===== src/rtl/instr_encoder_pkg.sv =====
// rtl/instr_encoder_pkg.sv - shared opcodes, class codes and loader state enum
package instr_encoder_pkg;

    localparam logic [6:0] OPC_R    = 7'b0110011;
    localparam logic [6:0] OPC_I    = 7'b0010011;
    localparam logic [6:0] OPC_S    = 7'b0100011;
    localparam logic [6:0] OPC_B    = 7'b1100011;
    localparam logic [6:0] OPC_LOAD = 7'b0000011;

    localparam logic [2:0] CLS_R    = 3'd0;
    localparam logic [2:0] CLS_I    = 3'd1;
    localparam logic [2:0] CLS_S    = 3'd2;
    localparam logic [2:0] CLS_B    = 3'd3;
    localparam logic [2:0] CLS_LOAD = 3'd4;

    typedef enum logic [1:0] {
        ST_IDLE  = 2'd0,
        ST_WRITE = 2'd1,
        ST_DONE  = 2'd2
    } state_e;

    // Codes above LOAD have no encoding and are rejected by the loader.
    function automatic logic class_legal(input logic [2:0] cls);
        return cls <= CLS_LOAD;
    endfunction

endpackage


===== src/rtl/instr_encoder_pack.sv =====
// rtl/instr_encoder_pack.sv - combinational field-to-RV32I word encoder
module instr_pack
    import instr_encoder_pkg::*;
(
    input  logic [2:0]  cls,
    input  logic [2:0]  funct3,
    input  logic        alt,
    input  logic [4:0]  rd,
    input  logic [4:0]  rs1,
    input  logic [4:0]  rs2,
    input  logic [11:0] imm,
    output logic [31:0] word
);

    // Place fields per instruction class; unused fields and illegal classes give zero.
    always_comb begin
        word = '0;
        case (cls)
            CLS_R:    word = {1'b0, alt, 5'b00000, rs2, rs1, funct3, rd, OPC_R};
            CLS_I: begin
                // Shifts carry shamt in imm[4:0] and use instr[30] as the arithmetic select.
                if (funct3 == 3'b001 || funct3 == 3'b101) begin
                    word = {1'b0, alt, 5'b00000, imm[4:0], rs1, funct3, rd, OPC_I};
                end else begin
                    word = {imm, rs1, funct3, rd, OPC_I};
                end
            end
            CLS_LOAD: word = {imm, rs1, funct3, rd, OPC_LOAD};
            CLS_S:    word = {imm[11:5], rs2, rs1, funct3, imm[4:0], OPC_S};
            // imm holds byte offset[12:1], so imm[11] is offset bit 12 and imm[10] is bit 11.
            CLS_B:    word = {imm[11], imm[9:4], rs2, rs1, funct3, imm[3:0], imm[10], OPC_B};
            default:  word = '0;
        endcase
    end

endmodule


===== src/rtl/instr_encoder.sv =====
// rtl/instr_encoder.sv - program loader: encodes requests and writes them to instruction memory
module instr_encoder
    import instr_encoder_pkg::*;
#(
    parameter int                ADDR_W    = 8,
    parameter logic [ADDR_W-1:0] BASE_ADDR = '0
) (
    input  logic              clk,
    input  logic              reset,
    input  logic              restart,
    input  logic              req_valid,
    output logic              req_ready,
    input  logic [2:0]        req_class,
    input  logic [2:0]        req_funct3,
    input  logic              req_alt,
    input  logic [4:0]        req_rd,
    input  logic [4:0]        req_rs1,
    input  logic [4:0]        req_rs2,
    input  logic [11:0]       req_imm,
    input  logic              req_last,
    output logic              mem_we,
    output logic [ADDR_W-1:0] mem_addr,
    output logic [31:0]       mem_wdata,
    input  logic              mem_ack,
    output logic [ADDR_W:0]   count,
    output logic              done,
    output logic              err
);

    localparam logic [ADDR_W-1:0] ADDR_ONE  = {{(ADDR_W-1){1'b0}}, 1'b1};
    localparam logic [ADDR_W:0]   COUNT_ONE = {{ADDR_W{1'b0}}, 1'b1};
    localparam logic [ADDR_W:0]   COUNT_MAX = {1'b1, {ADDR_W{1'b0}}};

    state_e            state_q, state_d;
    logic [ADDR_W-1:0] addr_q, addr_d;
    logic [31:0]       wdata_q, wdata_d;
    logic [ADDR_W:0]   count_q, count_d;
    logic              last_q, last_d;
    logic              err_q, err_d;
    logic [31:0]       packed_word;

    instr_pack u_pack (
        .cls    (req_class),
        .funct3 (req_funct3),
        .alt    (req_alt),
        .rd     (req_rd),
        .rs1    (req_rs1),
        .rs2    (req_rs2),
        .imm    (req_imm),
        .word   (packed_word)
    );

    // Next-state logic for the accept / write / done sequence.
    always_comb begin
        state_d = state_q;
        addr_d  = addr_q;
        wdata_d = wdata_q;
        count_d = count_q;
        last_d  = last_q;
        err_d   = err_q;
        case (state_q)
            ST_IDLE: begin
                if (req_valid) begin
                    if (class_legal(req_class)) begin
                        wdata_d = packed_word;
                        last_d  = req_last;
                        state_d = ST_WRITE;
                    end else begin
                        // Illegal request is consumed but never reaches memory.
                        err_d = 1'b1;
                        if (req_last) begin
                            state_d = ST_DONE;
                        end
                    end
                end
            end
            ST_WRITE: begin
                if (mem_ack) begin
                    addr_d = addr_q + ADDR_ONE;
                    if (count_q != COUNT_MAX) begin
                        count_d = count_q + COUNT_ONE;
                    end
                    state_d = last_q ? ST_DONE : ST_IDLE;
                end
            end
            ST_DONE: begin
                if (restart) begin
                    addr_d  = BASE_ADDR;
                    count_d = '0;
                    state_d = ST_IDLE;
                end
            end
            default: state_d = ST_IDLE;
        endcase
    end

    // State registers with synchronous active-low reset; a pending write is simply dropped.
    always_ff @(posedge clk) begin
        if (!reset) begin
            state_q <= ST_IDLE;
            addr_q  <= BASE_ADDR;
            wdata_q <= '0;
            count_q <= '0;
            last_q  <= 1'b0;
            err_q   <= 1'b0;
        end else begin
            state_q <= state_d;
            addr_q  <= addr_d;
            wdata_q <= wdata_d;
            count_q <= count_d;
            last_q  <= last_d;
            err_q   <= err_d;
        end
    end

    assign req_ready = (state_q == ST_IDLE);
    assign mem_we    = (state_q == ST_WRITE);
    assign done      = (state_q == ST_DONE);
    assign mem_addr  = addr_q;
    assign mem_wdata = wdata_q;
    assign count     = count_q;
    assign err       = err_q;

endmodule


===== config.mk =====
export PLATFORM = sky130hd
export DESIGN_NAME = instr_encoder
export DESIGN_NICKNAME = d
export VERILOG_FILES = /design/src/rtl/instr_encoder_pkg.sv /design/src/rtl/instr_encoder_pack.sv /design/src/rtl/instr_encoder.sv
export SDC_FILE = /design/constraint.sdc
export NUM_CORES = 1
export LEC_CHECK = 0
export CAP_MARGIN = 20
export CELL_PAD_IN_SITES_DETAIL_PLACEMENT = 0
export CELL_PAD_IN_SITES_GLOBAL_PLACEMENT = 1
export CORE_ASPECT_RATIO = 1.1
export CORE_MARGIN = 10
export CORE_UTILIZATION = 31
export CTS_CLUSTER_SIZE = 30
export DETAILED_ROUTE_END_ITERATION = 8
export GPL_TIMING_DRIVEN = 0
export PLACE_DENSITY_LB_ADDON = 0.1
export SYNTH_ARGS = -nofsm -noshare
export SYNTH_HDL_FRONTEND = slang
export SYNTH_SLANG_ARGS = --single-unit

===== constraint.sdc =====
create_clock -name clk -period 1.7 [get_ports clk]
set_clock_uncertainty 0.05 [all_clocks]
set_input_delay 0.255 -clock clk [delete_from_list [all_inputs] [get_ports clk]]
set_output_delay 0.255 -clock clk [all_outputs]
set_load 0.02 [all_outputs]

### After elaboration in Yosys (flattened, before gate mapping)

Cells that the tools add are included.
Widths: inputs -> output; s select.

| storage, ports and cells | value |
|---|---|
| bits of input ports | 40 |
| bits in registers | 53 |

| cells by class | value |
|---|---|
| muxes and demuxes | 16 |
| reductions and logical operators | 9 |
| equal/unequal tests | 14 |
| bitwise logic cells | 1 |
| $add $sub $neg | 2 |
| $lt $le $gt $ge | 1 |

Operators by type and width:

| kind | count |
|---|---|
| $pmux 32 s5 | 1 |
| $mux 32 | 1 |
| $mux 9 | 3 |
| $pmux 9 s2 | 1 |
| $mux 8 | 2 |
| $pmux 8 s2 | 1 |
| $mux 2 | 6 |
| $add 9x1->9 const B | 1 |
| $ne 9x9->1 const B | 1 |
| $reduce_and 3->1 | 3 |
| $add 8x1->8 const B | 1 |
| $reduce_and 4->1 | 2 |
| $eq 3x1->1 const B | 2 |
| $eq 3x2->1 const B | 2 |
| $eq 3x3->1 const B | 2 |
| $pmux 2 s3 | 1 |
| $ne 2x1->1 const B | 2 |
| $ne 2x2->1 const B | 2 |
| $le 3x3->1 const B | 1 |
| $logic_not 3->1 | 1 |
| $ne 3x1->1 const B | 1 |
| $eq 2x1->1 const B | 1 |
| $eq 2x2->1 const B | 1 |
| $logic_not 2->1 | 1 |
| 3 further kinds | 3 |

### Logic depth before layout (Yosys ltp)

| logic depth | value |
|---|---|
| depth after elaboration | 4 |
| mapped depth | 7 |
| depth with buffers taken out | 6 |

### Hierarchy

Synthesis repeated with hierarchy kept, for this count alone.

| second synthesis, totals | value |
|---|---|
| cell total of the unflattened synthesis | 320 |
| area total of the unflattened synthesis | 2656.3 µm² |

By module, submodules not included:

| module | cells an instance | times used | seq. area each (µm²) | area an instance (µm²) |
|---|---|---|---|---|
| instr_encoder | 261 | 1 | 1061.0 | 2247.2 |
| instr_pack | 59 | 1 | 0.0 | 409.1 |

### Worst setup path after synthesis

Ideal clock, no wire load.

| timing | value |
|---|---|
| kind | flip-flop to flip-flop |
| from | register count_q[0] (netlist: count[0]) |
| to | register count_q[2] (netlist: count[2]) |
| path slack | 0.088 ns |
| stages on the path, launching flop included | 7 |
| required time | 1.580 ns |
| period minus slack after synthesis | 1.612 ns |
| arrival time | 1.492 ns |
| cell sequence | dfxtp_1 -> inv_1 -> ha_1 -> nor4bb_1 -> nand3_1 -> or3b_1 -> a21oi_1 |

| between the ends | value |
|---|---|
| longest elaborated chain between the ends | 4 |
| elaborated cells on any way between the ends | 7 |

Ends and longest elaborated chain:

| element | RTL line | text |
|---|---|---|
| start, declared | instr_encoder.sv:37 | `logic [ADDR_W:0] count_q, count_d;` |
| start signal, assigned | instr_encoder.sv:110 | `count_q <= count_d;` |
| $add 9x1->9 | instr_encoder.sv:81 | `count_d = count_q + COUNT_ONE;` |
| $mux 9 | instr_encoder.sv:80 | `if (count_q != COUNT_MAX) begin` |
| $mux 9 | instr_encoder.sv:78 | `if (mem_ack) begin` |
| $pmux 9 s2 | instr_encoder.sv:61 | `case (state_q)` |

Parallel ways exist; a longest one is shown, timed or not. The select of a mux whose other input is x is not followed.
A chain may end at the register's enable or synchronous reset.

### Final worst setup path

| timing | value |
|---|---|
| from | register addr_q[4] (netlist: mem_addr[4]) |
| to | output mem_addr[4] |

RTL lines:

| element | RTL line | text |
|---|---|---|
| start, declared | instr_encoder.sv:35 | `logic [ADDR_W-1:0] addr_q, addr_d;` |
| start signal, assigned | instr_encoder.sv:108 | `addr_q <= addr_d;` |
| end, declared | instr_encoder.sv:22 | `output logic [ADDR_W-1:0] mem_addr,` |

No word-level cell between the ends.

==> results.cfg <==
[critical_path]
path_buf_inv = 1
worstSetupPathType = flip-flop to output pin
start_kind = flip-flop
cpMaxStageDelayCell = clkdlybuf4s50_1
cp_max_fo = 4
crit_required_ns = 1.39
end_kind = output pin
critPathTopFamily = buffers and inverters
path_cells = clkdlybuf4s50_1
worstPathArrival_ns = 1.32
slowest_delay_ns = 0.63

[pwr]
ir_worst_vdd_v = 0.0003708
p_leak_uw = 0.001427
p_per_area_mw_per_mm2 = 751.5
p_total_uw = 2699

[final_layout]
fin_cells = 497
nets = 434
n_antenna_cell = 0
area_delta_synth_final_pct = 46.58
drive_above_1_share_pct = 8.418

[grt]
grt-ovfl-total = 0
grt.total_usage_pct = 12.76
grt_max_degree = 15
grt_pass1_vias = 2392
grt_pass1_wl_um = 12560
antenna_found_initial = 0

[sta]
period_share_pct = 95.62
fin_setup_tns_ns = 0
hold_violations = 0
maxSlewHeadroom_pct = 56.43
setup_viol = 0
max_freq_mhz = 615.2
slew_violations = 0
rsz0062_at_grt = yes
fin_crit_ns = 1.625
worst_slew_pin_slew_ns = 0.6468

[die]
num_rows = 33
core_area_mm2 = 0.007597
ios = 93
die_h_um = 113.2
start_util_pct = 32.25
die-area_mm2 = 0.01186
die_w_um = 104.8

[placed_design]
portBuffers = 88
hpwl_um = 5902
gp_congestion = 0.7673
post-place-cells = 488

[yosys]
syn_area_mm2 = 0.002450
yosysSeqAreaShare_pct = 40.86
postSynth.asyncResetShare_pct = 0
synth.distinct_cells = 50
synth-seq-cells = 50
yosys_warnings = 0
netlist_instances = 294
syn_avg_cell_area_um2 = 8.333
synth_edf_count = 0
synth_flop_cell = dfxtp_1

[routing]
highest_layer = met4
dr.pass1.iters = 4
drc = 0
route.met3.wl_um = 648
wl_met1_um = 3702
drt_iter0_drc = 67
drtAntennaViolNets = 0
viasPerCell = 4.843
post_drt_wl_per_cell_um = 15.66
wl_um = 7781
wl_met2_um = 3374
num_vias = 2407

[clocking]
clkSinkCount = 50
clk_pin_slew_ns = 0.09
cts-root-buf = clkbuf_8
cts.path.max_buffers = 2
cts_max_level = 2
holdBufCountCts = 0
insertion_delay_ns = 0.30
tritoncts = done
cts_made_buffers = 5

[min_path]
min_path_type = input port to flip-flop

[run]
max_cap_viol_count = 0

[status]
status = completed
-- cells in the final DEF (no fill, tap or decap), drive strengths merged, types with 6 or more instances in the layout --
master,Yosys,layout
inv,8,8
clkdlybuf4s50,0,73
nand2,36,36
buf,15,16
o21ai,23,23
clkbuf,7,15
dfxtp,50,50
o22ai,6,6
a211oi,9,9
a21oi,35,35
nor2,30,30
dlygate4sd2,0,8
nand3b,7,7
-- routing by layer --
layer | vias up | track usage, %
li1 | 1234 | -
met1 | 1101 | 16.64
met2 | 67 | 19.13
met3 | 5 | 5.562
met4 | 0 | 2.473
met5 | - | 0
-- sequential cells by signal, indices dropped and copies added (netlist names) --
register	flops
mem_wdata	29
count	9
mem_addr	8
state_q	2
err	1
last_q	1
-- area by class of cell --
class                   count  area [µm²]
clock inverters             1       30.03
plain buffers              22       141.4
multi-input cells         215        1292
well taps                 105       131.4
flip-flops and latches     50        1002
inverters                   8       30.03
repair buffers             89       887.1
clock buffers               7       76.32
fillers                   792        4006
-- repair_timing --
action | 4_1_cts | 5_1_grt
pin swaps | 1 | 0
setup buffers | 1 | 0
resized for setup | 13 | 12
endpoints found under the setup margin | 44 | 15
-- Yosys cell counts, types with 2 or more instances --
| library cell | instances | area share [%] |
|---|---|---|
| ha_1 | 3 | 1.5 |
| xnor2_1 | 5 | 1.8 |
| mux2i_1 | 5 | 2.0 |
| nor2_1 | 30 | 4.6 |
| and3b_1 | 2 | 0.72 |
| nor2b_1 | 4 | 1.0 |
| or4_1 | 2 | 0.61 |
| a21oi_1 | 35 | 7.2 |
| nand2_1 | 36 | 5.5 |
| nand3_1 | 5 | 1.0 |
| nand3b_2 | 2 | 0.92 |
| buf_4 | 4 | 1.2 |
| a22oi_1 | 2 | 0.61 |
| o21ai_1 | 2 | 0.41 |
| a211oi_1 | 9 | 2.8 |
| buf_2 | 4 | 0.82 |
| a31oi_1 | 5 | 1.3 |
| a2bb2oi_1 | 2 | 0.72 |
| nand2b_1 | 2 | 0.51 |
| nand3b_1 | 5 | 1.5 |
| buf_6 | 5 | 2.3 |
| dfxtp_1 | 50 | 41 |
| and2_1 | 3 | 0.77 |
| nand4_1 | 2 | 0.51 |
| o2111ai_1 | 3 | 1.1 |
| o22ai_1 | 6 | 1.5 |
| inv_1 | 8 | 1.2 |
| buf_1 | 2 | 0.31 |
| xor2_1 | 4 | 1.4 |
| clkbuf_1 | 7 | 1.1 |
| o21ai_0 | 21 | 4.3 |
-- logic make-up after synthesis --
logic type | Yosys count | synth area share [%]
DFF | 50 | 40.86
and+or+nand+nor | 101 | 20.79
other | 1 | 0.1531
AOI/OAI and AO/OA | 95 | 24.46
buffers and inverters | 30 | 6.946
xor gates and xnor gates | 9 | 3.217
adders and majority gates | 3 | 1.532
muxes | 5 | 2.043
-- stage by stage --
stage	hold slack (ns)	setup WS [ns]	cell area (µm²)	utilization [%]
2_1_floorplan	0.3410	0.08813	2454	-
3_5_place_dp	0.3953	-0.4212	3466	45.62
3_3_place_gp	0.3907	-0.4436	3466	45.62
5_1_grt	0.3592	-0.01561	3591	47.27
6_report	0.3253	0.07451	3591	47.27
4_1_cts	0.3351	0.01475	3571	47.00
-- power breakdown --
part,internal [µW],total [µW],switching (µW)
logic,287,598,311
registers,1230,1260,31.5
clock network,441,838,397
-- path summary, 6_finish.rpt --
kind,start,to,slack (ns),cells past startpoint
max,mem_addr[4],mem_addr[4],0.07,1
max reg2reg,count[1],count[1],0.08,6
min reg2reg,mem_wdata[17],mem_wdata[17],0.41,2
min,reset,mem_wdata[26],0.33,3
No activity file was read; power rests on OpenSTA's default activity.
